$ cat src/rtl/rr_out_port_scheduler.sv
// rr_out_port_scheduler: switch-allocation scheduler for one output port of a 5-port mesh router.
// Round-robin arbitration among input buffers whose head flit targets this port. The wormhole
// lock is held from grant until the tail flit or an abort. Credits track free downstream slots.
// Optional feature: define SA_LOCK_TIMEOUT_EN to force-release a lock that has been stalled for
// LOCK_TIMEOUT cycles. With the macro undefined there is no idle counter and timeout_err is 0.
module rr_out_port_scheduler #(
  parameter int unsigned PORT_ADDRESS = 0,
  parameter int unsigned NUM_INPUTS   = 5,
  parameter int unsigned CREDITS      = 4,
  parameter int unsigned LOCK_TIMEOUT = 16
) (
  input  logic                         clk,
  input  logic                         rst,
  input  logic [NUM_INPUTS-1:0]        req,
  input  logic [3*NUM_INPUTS-1:0]      dport,
  input  logic [NUM_INPUTS-1:0]        in_valid,
  input  logic [NUM_INPUTS-1:0]        in_tail,
  input  logic                         credit_ret,
  output logic [NUM_INPUTS-1:0]        grant,
  output logic [2:0]                   sel,
  output logic                         fire,
  output logic [$clog2(CREDITS+1)-1:0] credit_cnt,
  output logic                         timeout_err
);

  localparam int unsigned CntW = $clog2(CREDITS + 1);
  localparam logic [2:0] SelIdle = 3'b111;
  localparam logic [CntW-1:0] CreditMax = CntW'(CREDITS);

  typedef enum logic [0:0] {StIdle, StLocked} state_e;

  state_e                state_q, state_d;
  logic [NUM_INPUTS-1:0] grant_q, grant_d;
  logic [2:0]            sel_q, sel_d;
  logic [2:0]            rr_q, rr_d;
  logic [CntW-1:0]       credit_q, credit_d;

  logic [NUM_INPUTS-1:0] eligible;
  logic                  win_found;
  logic [2:0]            win_idx;
  logic                  sel_req, sel_valid, sel_tail;
  logic                  release_lock;

`ifdef SA_LOCK_TIMEOUT_EN
  localparam int unsigned IdleW = $clog2(LOCK_TIMEOUT + 1);
  localparam logic [IdleW-1:0] IdleLast = IdleW'(LOCK_TIMEOUT - 1);
  logic [IdleW-1:0] idle_q, idle_d;
  logic             tout_q, tout_d;
`endif

  // Wrap-around increment of an input index.
  function automatic logic [2:0] next_idx(input logic [2:0] i);
    return (i == 3'(NUM_INPUTS - 1)) ? 3'd0 : i + 3'd1;
  endfunction

  // An input is eligible when it holds a head whose destination is this port.
  always_comb begin
    for (int i = 0; i < NUM_INPUTS; i++) begin
      eligible[i] = req[i] && (dport[3*i +: 3] == 3'(PORT_ADDRESS));
    end
  end

  // Round-robin winner: first eligible index scanning upward from rr_q.
  always_comb begin
    int unsigned idx;
    win_found = 1'b0;
    win_idx   = '0;
    for (int k = 0; k < NUM_INPUTS; k++) begin
      idx = (int'(rr_q) + k) % NUM_INPUTS;
      if (!win_found && eligible[idx]) begin
        win_found = 1'b1;
        win_idx   = 3'(idx);
      end
    end
  end

  // Mux the locked input's status via the one-hot grant (no out-of-range index when idle).
  always_comb begin
    sel_req   = 1'b0;
    sel_valid = 1'b0;
    sel_tail  = 1'b0;
    for (int i = 0; i < NUM_INPUTS; i++) begin
      if (grant_q[i]) begin
        sel_req   = req[i];
        sel_valid = in_valid[i];
        sel_tail  = in_tail[i];
      end
    end
  end

  // State and datapath registers, synchronous reset.
  always_ff @(posedge clk) begin
    if (rst) begin
      state_q  <= StIdle;
      grant_q  <= '0;
      sel_q    <= SelIdle;
      rr_q     <= '0;
      credit_q <= CreditMax;
`ifdef SA_LOCK_TIMEOUT_EN
      idle_q   <= '0;
      tout_q   <= 1'b0;
`endif
    end else begin
      state_q  <= state_d;
      grant_q  <= grant_d;
      sel_q    <= sel_d;
      rr_q     <= rr_d;
      credit_q <= credit_d;
`ifdef SA_LOCK_TIMEOUT_EN
      idle_q   <= idle_d;
      tout_q   <= tout_d;
`endif
    end
  end

  // Next-state logic: grant on a winner, release on tail fire, abort or (optionally) timeout.
  always_comb begin
    state_d      = state_q;
    grant_d      = grant_q;
    sel_d        = sel_q;
    rr_d         = rr_q;
    release_lock = 1'b0;
`ifdef SA_LOCK_TIMEOUT_EN
    idle_d       = idle_q;
    tout_d       = 1'b0;
`endif
    unique case (state_q)
      StIdle: begin
`ifdef SA_LOCK_TIMEOUT_EN
        idle_d = '0;
`endif
        if (win_found) begin
          state_d          = StLocked;
          grant_d          = '0;
          grant_d[win_idx] = 1'b1;
          sel_d            = win_idx;
          rr_d             = next_idx(win_idx);
        end
      end
      StLocked: begin
        // Abort wins over fire: a dropped request releases without a transfer.
        if (!sel_req || (fire && sel_tail)) begin
          release_lock = 1'b1;
`ifdef SA_LOCK_TIMEOUT_EN
        end else if (fire) begin
          idle_d = '0;
        end else if (idle_q == IdleLast) begin
          release_lock = 1'b1;
          tout_d       = 1'b1;
          rr_d         = next_idx(sel_q);
        end else begin
          idle_d = idle_q + IdleW'(1);
`endif
        end
        if (release_lock) begin
          state_d = StIdle;
          grant_d = '0;
          sel_d   = SelIdle;
`ifdef SA_LOCK_TIMEOUT_EN
          idle_d  = '0;
`endif
        end
      end
      default: begin
        state_d = StIdle;
        grant_d = '0;
        sel_d   = SelIdle;
      end
    endcase
  end

  // Credit counter: -1 per fire, +1 per return, saturating at CREDITS.
  always_comb begin
    credit_d = credit_q;
    if (fire && !credit_ret) begin
      credit_d = credit_q - CntW'(1);
    end else if (credit_ret && !fire && (credit_q != CreditMax)) begin
      credit_d = credit_q + CntW'(1);
    end
  end

  // Outputs: fire is combinational on the locked input's valid and available credit.
  always_comb begin
    fire       = (state_q == StLocked) && sel_req && sel_valid && (credit_q != '0);
    grant      = grant_q;
    sel        = sel_q;
    credit_cnt = credit_q;
`ifdef SA_LOCK_TIMEOUT_EN
    timeout_err = tout_q;
`else
    timeout_err = 1'b0;
`endif
  end

endmodule

$ cat config.mk
export PLATFORM = sky130hd
export DESIGN_NAME = rr_out_port_scheduler
export DESIGN_NICKNAME = d
export VERILOG_FILES = /design/src/rtl/rr_out_port_scheduler.sv
export SDC_FILE = /design/constraint.sdc
export NUM_CORES = 1
export LEC_CHECK = 0
export CAP_MARGIN = 25
export CORE_MARGIN = 2
export CORE_UTILIZATION = 45
export DETAILED_ROUTE_END_ITERATION = 8
export PLACE_DENSITY_LB_ADDON = 0.12
export SLEW_MARGIN = 0
export SYNTH_ARGS = -nofsm -noshare
export SYNTH_HDL_FRONTEND = slang
export SYNTH_SLANG_ARGS = --single-unit
$ cat constraint.sdc
create_clock -name clk -period 7.4 [get_ports clk]
set_clock_uncertainty 0.1 [all_clocks]
set_input_delay 1.11 -clock clk [delete_from_list [all_inputs] [get_ports clk]]
set_output_delay 1.11 -clock clk [all_outputs]
set_load 0.05 [all_outputs]
==> results.sh <==
export IMPL_outcome="complete, no violations"
export IMPL_ant_nets=0
export IMPL_routed_wl_met2_um=3340
export IMPL_finalSetupTns_ns=0
export IMPL_synth_mux_area_fraction_pct=6.00
export IMPL_min_from="grant[0]$_SDFFE_PP0P_"
export IMPL_pin_count=46
export IMPL_synthToLayoutAreaGrowth_pct=21.2
export IMPL_synth_top_family_by_area="compound AO/OA/AOI/OAI gates"
export IMPL_die_w_um=78.9
export IMPL_hold_class="flop to flop"
export IMPL_synth_compound_gate_area_share_pct=31.8
export IMPL_synth_simple_area_share_pct=26.9
export IMPL_nets=424
export IMPL_drc_errors=0
export IMPL_power_share_clock_pct=5.1
export IMPL_cts_sinks=15
export IMPL_whs_ns=0.391
export IMPL_fillers=553
export IMPL_rsz0062_at_grt="false"
export IMPL_fmax_mhz=172
export IMPL_die_h_um=78.9
export IMPL_cts_buffers_inserted=3
export IMPL_worstPathMaxFanout=29
export IMPL_synth_top_area_share_pct=11.9
export IMPL_period_needed_ns=5.82
export IMPL_grt_pass1_wl_um=11400
export IMPL_clockRootBuffer="clkbuf_8"
export IMPL_syn_cell_area_um2=2520
export IMPL_core_um2=5470
export IMPL_wl_met3_um=244
export IMPL_post_route_util_pct=55.9
export IMPL_cts_hold_buf=0
export IMPL_reg2reg_slack_ns=1.58
export IMPL_crit_arrival_ns=5.88
export IMPL_power_combinational_fraction_pct=85.2
export IMPL_crit_chain="buf_4 > inv_1 > ha_1 > inv_1 > ha_1 > nor2_1 > a211o_1 > nand2_1 > ha_1 > inv_1 > o22ai_1 > o2bb2ai_1 > nor4_1 > o32ai_1 > nor4_1 > o21a_1 > o21ai_2 > inv_1 > ha_1 > nor2_1 > mux2i_1 > a211oi_1"
export IMPL_cp_end_kind="flop"
export IMPL_cp_slowest_cell="ha_1"
export IMPL_synth_commonest_cells="a21oi_1, nand2_1, ha_1, nor2_1, inv_1"
export IMPL_ff2ff_path_depth=22
export IMPL_r2r_end="rr_q[2]$_SDFFE_PP0P_"
export IMPL_path_class="flop to flop"
export IMPL_top_layer="met4"
export IMPL_hold_depth=2
export IMPL_synth_flop_cell="dfxtp_1"
export IMPL_worst_slew_pin_slew_ns=0.930
export IMPL_synth_enable_flop_cells=0
export IMPL_crit_path_start_kind="flop"
export IMPL_power_density_nw_per_um2=436
export IMPL_synth_seq_area_share_pct=11.9
export IMPL_max_stage_delay_ns=0.76
export IMPL_firstDrtPassIters=4
export IMPL_routed_wl_um=7030
export IMPL_cp_data_required_time_ns=7.46
export IMPL_synthDistinctLibCells=79
export IMPL_globalplace_congestion=0.871
export IMPL_clockBufferDepth=2
export IMPL_grt_overflow=0
export IMPL_track_usage_pct=22.2
export IMPL_p_leak_nw=1.15
export IMPL_yosys_area_share_adder_pct=12.5
export IMPL_r2r_start="rr_q[0]$_SDFFE_PP0P_"
export IMPL_grt_pass1_vias=2424
export IMPL_yosysTopAreaCell="dfxtp_1"
export IMPL_dieArea_um2=6230
export IMPL_dp_hpwl_um=5510
export IMPL_cts_max_level=1
export IMPL_syn_area_per_cell_um2=7.77
export IMPL_antenna_found_initial=0
export IMPL_slew_headroom_pct=37.1
export IMPL_p_sw_w=0.000731
export IMPL_drt_iter0_markers=264
export IMPL_ctsResizeCount=0
export IMPL_yosysMostFrequentCell="a21oi_1"
export IMPL_initial_core_util_pct=46.1
export IMPL_vias_per_cell=5.95
export IMPL_grt_start_max_net_pins=30
export IMPL_setup_viol=0
export IMPL_portBuffers=44
export IMPL_syn_nets=382
export IMPL_cts_setup_buffers=0
export IMPL_vias=2604
export IMPL_wl_per_cell_um=16.0
export IMPL_drv_cap=0
export IMPL_p_seq_share_pct=9.7
export IMPL_holdPathEnd="grant[0]$_SDFFE_PP0P_"
export IMPL_fin_crit_sh_pct=78.6
export IMPL_final_layout_size_suffix_gt1_share_pct=11.5
export IMPL_rows=27
export IMPL_critical_path_top_delay_family="compound AO/OA/AOI/OAI gates"
export IMPL_ir_drop_mv=0.296
export IMPL_yosys_warnings=0
export IMPL_netlist_instances=325
export IMPL_p_sw_share_pct=54.8
export IMPL_clk_latency_ns=0.25
export IMPL_p_int_w=0.000602
export IMPL_tritoncts="yes"
export IMPL_synthArstFlopShare_pct=0
export IMPL_synth_xor_area_share_pct=4.86
export IMPL_yosys_top_cells_area="dfxtp_1, ha_1, a21oi_1"
export IMPL_clkSlewWorstSetupHoldPaths_ns=0.06
export IMPL_synth_seq_cells=15
export IMPL_antennaDiodeCount=0
export IMPL_wl_met1_um=3400
export IMPL_cp_buffers_inverters=5
export IMPL_drv_slew=0
export IMPL_hold_viol_final=0
[metal layers]
metal,GRT usage (%),vias to the layer above
met5,0,-
met4,3.10,0
met3,1.25,4
met2,37.0,64
met1,32.3,1231
li1,-,1305
[power groups by stage]
stage	logic (W)	clock network (W)	registers, W
3_3_place_gp	0.00110	0	0.000131
5_1_grt	0.00126	0.0000729	0.000133
3_5_place_dp	0.00112	0	0.000131
2_1_floorplan	0.000843	0	0.000178
6_report	0.00114	0.0000675	0.000129
4_1_cts	0.00113	0.0000686	0.000129
[layout by cell type (no fill, tap or decap), types with 6 or more instances in the layout]
cell,Yosys,layout
mux2i_1,8,8
nor2_1,22,22
xnor2_1,9,9
or2_2,6,6
nand3_1,8,8
nor3_1,6,6
nor2b_1,11,11
ha_1,22,22
dfxtp_1,15,15
o21ai_0,16,16
inv_1,18,18
nand2_1,23,23
a21oi_1,24,24
clkdlybuf4s50_1,0,44
nand2b_1,6,6
[layout make-up]
class / count / area, um^2 / area share [%]
multi-input combinational: 279 / 2070 / 67.8
timing repair buffer: 49 / 478 / 15.6
sequential: 15 / 300 / 9.82
tap: 72 / 90.1 / 2.94
inverter: 19 / 71.3 / 2.33
clock buffer: 4 / 45.0 / 1.47
[worst min-delay path, delay by kind of cell (launching register included)]
family / cells / cell delay (ns)
simple gates: 1 / 0.06
flops: 1 / 0.34
compound gates: 1 / 0.05
[how the worst max path moves through the flow]
stage	startpoint	end	slack [ns]	cells after the start
finish	rr_q[0]$_SDFFE_PP0P_	rr_q[2]$_SDFFE_PP0P_	1.58	22
global route	rr_q[0]$_SDFFE_PP0P_	rr_q[2]$_SDFFE_PP0P_	1.06	22
CTS	rr_q[0]$_SDFFE_PP0P_	rr_q[2]$_SDFFE_PP0P_	1.67	22
detailed placement	rr_q[0]$_SDFFE_PP0P_	rr_q[2]$_SDFFE_PP0P_	1.70	22
global placement	rr_q[0]$_SDFFE_PP0P_	rr_q[2]$_SDFFE_PP0P_	2.00	22
floorplan	rr_q[0]$_SDFFE_PP0P_	rr_q[2]$_SDFFE_PP0P_	2.55	24
[registers in the layout, summed over array words and instances, names as in the netlist]
signal and count:
credit_cnt 3, grant 5, rr_q 3, sel 3, state_q 1
[through the flow]
stage               instances  power (W)  area [um^2]  setup slack [ns]
detailed placement        434    0.00126         3010              1.70
CTS                       438    0.00133         3060              1.67
global route              438    0.00147         3060              1.06
global placement          434    0.00123         3010              2.00
finish                    438    0.00133         3060              1.58
floorplan                 325    0.00102         2520              2.55
[cells by family after synthesis]
group | Yosys count
buffers and inverters | 31
other | 1
AO/OA/AOI/OAI | 109
XOR/XNOR | 11
AND/OR/NAND/NOR | 120
flip-flops | 15
adder cells (fa/ha/maj) | 24
multiplexers | 14
Note: power is estimated with default switching activity, not from simulation.
==> edit: new RTL, same flow settings <==
Set the parameter `NUM_INPUTS` to 4 (it was 5).
--- a/src/rtl/rr_out_port_scheduler.sv
+++ b/src/rtl/rr_out_port_scheduler.sv
@@ -6,5 +6,5 @@
 module rr_out_port_scheduler #(
   parameter int unsigned PORT_ADDRESS = 0,
-  parameter int unsigned NUM_INPUTS   = 5,
+  parameter int unsigned NUM_INPUTS   = 4,
   parameter int unsigned CREDITS      = 4,
   parameter int unsigned LOCK_TIMEOUT = 16
Ports: changed (5 resized); port bits go from 46 to 39. The function was not compared with the original's and may differ.
==> edit against the original RTL <==
- sequential cell count decreased by 2
- wire length is 66% lower
- first-iteration DRC count decreased by 95%
- sequential share of layout area grew 9.9 points
- synthesized cell count is 67% lower
- setup slack improved by 1.4 ns
- critical path depth down 15
- cell area shrank 57%
- synthesized area is 64% lower
- count of clock-buffer cells in the layout unchanged
- largest cell class unchanged
Power is left out: it rests on default switching activity, and per cell area and clock period it moved more than threefold.
==> edit: results (changes against the original RTL) <==
| Metric | Value |
|---|---|
| Type of the tightest min-delay check | `reg -> reg` |
| Net count after synthesis | `140 (-63%)` |
| Setup crit end | `fire` |
| Async set-reset flop share out of synthesis | `0% (unchanged)` |
| Number of warning messages in the yosys log | `0 (unchanged)` |
| Depth of the worst register-to-register path | `9 (-59%)` |
| Number of buffers inserted during clock tree synthesis | `3 (unchanged)` |
| Most frequent cells after synthesis | `sky130_fd_sc_hd__nor2_1, sky130_fd_sc_hd__dfxtp_1, sky130_fd_sc_hd__inv_1` |
| Synth cell types | `44 (-44%)` |
| Antenna diode count | `0 (unchanged)` |
| Run status | `completed` |
| Routability congestion estimate from global placement | `0.775 (-11%)` |
| Clock buffer depth | `2 (unchanged)` |
| Detailed-placement wirelength estimate | `1900 um (-65%)` |
| Wire length of the first global-routing pass | `4240 um (-63%)` |
| CTS clk-pin slew, worst paths | `0.07 ns` |
| Buffers on Ports | `37 (-16%)` |
| Number of flip-flops under the largest register name | `4 (-1)` |
| Layout cells sized above 1 | `10.3% (-1.1 points)` |
| Clock latency on the worst-skew pair | `0.27 ns (+0.02 ns)` |
| Share of the yosys chip area belonging to registers | `28.4% (+17 points)` |
| Start point of the critical path | `req[2]` |
| Cell types occupying the most area after synthesis | `sky130_fd_sc_hd__dfxtp_1, sky130_fd_sc_hd__nor2_1, sky130_fd_sc_hd__ha_1, sky130_fd_sc_hd__a32oi_1, sky130_fd_sc_hd__mux2i_1` |
| Count of cells along the worst hold path | `2 (unchanged)` |
| Post-CTS Setup Bufs | `0 (unchanged)` |
| Data arrival time of the critical path | `3.18 ns (-2.70 ns)` |
| Routed Wire Length | `2420 um (-66%)` |
| Drt via density | `5.48 (-7.9%)` |
| 1st-pass router iterations | `4 (unchanged)` |
| Number of DRC markers after the initial detailed-route iteration | `12 (-95%)` |
| Number of nets in the final layout | `178 (-58%)` |
| Main flop type after synthesis | `sky130_fd_sc_hd__dfxtp_1` |
| Hold Path Sink | `rr_q[0]$_SDFFE_PP0P_` |
| Number of antenna violations at the first check in global routing | `0 (unchanged)` |
| Post-CTS resize count | `0 (unchanged)` |
| Worst Path Max Fanout | `6 (-79%)` |
| Root Driver | `sky130_fd_sc_hd__clkbuf_4` |
| Number of global-route vias before repair | `940 (-61%)` |
| Worst Max-Slew Pin Slew | `0.659 ns (-0.271 ns)` |
| Worst Hold Launch | `rr_q[0]$_SDFFE_PP0P_` |
| FF-to-FF Start | `grant[0]$_SDFFE_PP0P_` |
| GRT Util Overall | `22.2% (+0.047 points)` |
| CTS HTree Levels | `1 (unchanged)` |
| Number of enable-type register cells in the synthesized netlist | `0 (unchanged)` |
| Critical register-to-register path endpoint | `credit_cnt[2]$_SDFFE_PP1P_` |
| Slack of the worst reg-to-reg path | `4.55 ns (+2.97 ns)` |
| Pin count of the biggest net entering global routing | `16 (-47%)` |
==> edit: cell types whose count changed after synthesis, sizes merged, moves of 9 or more <==
| cell | change |
|---|---|
| a21oi | -19 |
| nor2 | -9 |
| nor2b | -9 |
| nand2 | -16 |
| o21ai | -20 |
| inv | -11 |
| xnor2 | -9 |
| ha | -18 |
==> edit: kinds of logic after synthesis <==
group           Yosys count  synth area share (%)
simple gates             45                  28.3
compound gates           26                  22.4
flops                    13                  28.4
buf+inv                  12                  6.15
fa+ha+maj                 5                  7.65
mux                       5                  5.74
other cells               1                 0.409
xor+xnor                  1                 0.956
==> edit: stage by stage <==
stage,cell area [um2],hold slack [ns],std cells,utilization (%),setup WS (ns)
global route,1320,0.464,172,68.0,2.86
finish,1320,0.443,172,68.0,3.01
floorplan,916,0.393,108,-,4.12
CTS,1320,0.438,172,68.0,3.02
detailed placement,1290,0.424,168,66.6,3.02
global placement,1290,0.413,168,66.6,3.08
==> edit: per-layer routing <==
metal	wire [um]	track usage, %
met1	1180	29.5
met2	1050	36.0
met4	22	7.14
met3	165	4.29
met5	0	0
==> edit: area by class of cell <==
type | count | area [um2]
Timing Repair Buffer | 37 | 370
Clock buffer | 4 | 26.3
Sequential cell | 13 | 260
Fill cell | 174 | 622
Tap cell | 27 | 33.8
Multi-Input combinational cell | 83 | 599
Inverter | 8 | 30.0
==> edit: critical path, stage by stage <==
cell and delay, ns:
sky130_fd_sc_hd__clkdlybuf4s50_1 0.47, sky130_fd_sc_hd__nand2b_1 0.11, sky130_fd_sc_hd__mux2i_1 0.06, sky130_fd_sc_hd__a21oi_1 0.28
sky130_fd_sc_hd__nand2_1 0.25, sky130_fd_sc_hd__inv_1 0.09, sky130_fd_sc_hd__clkdlybuf4s50_1 0.80
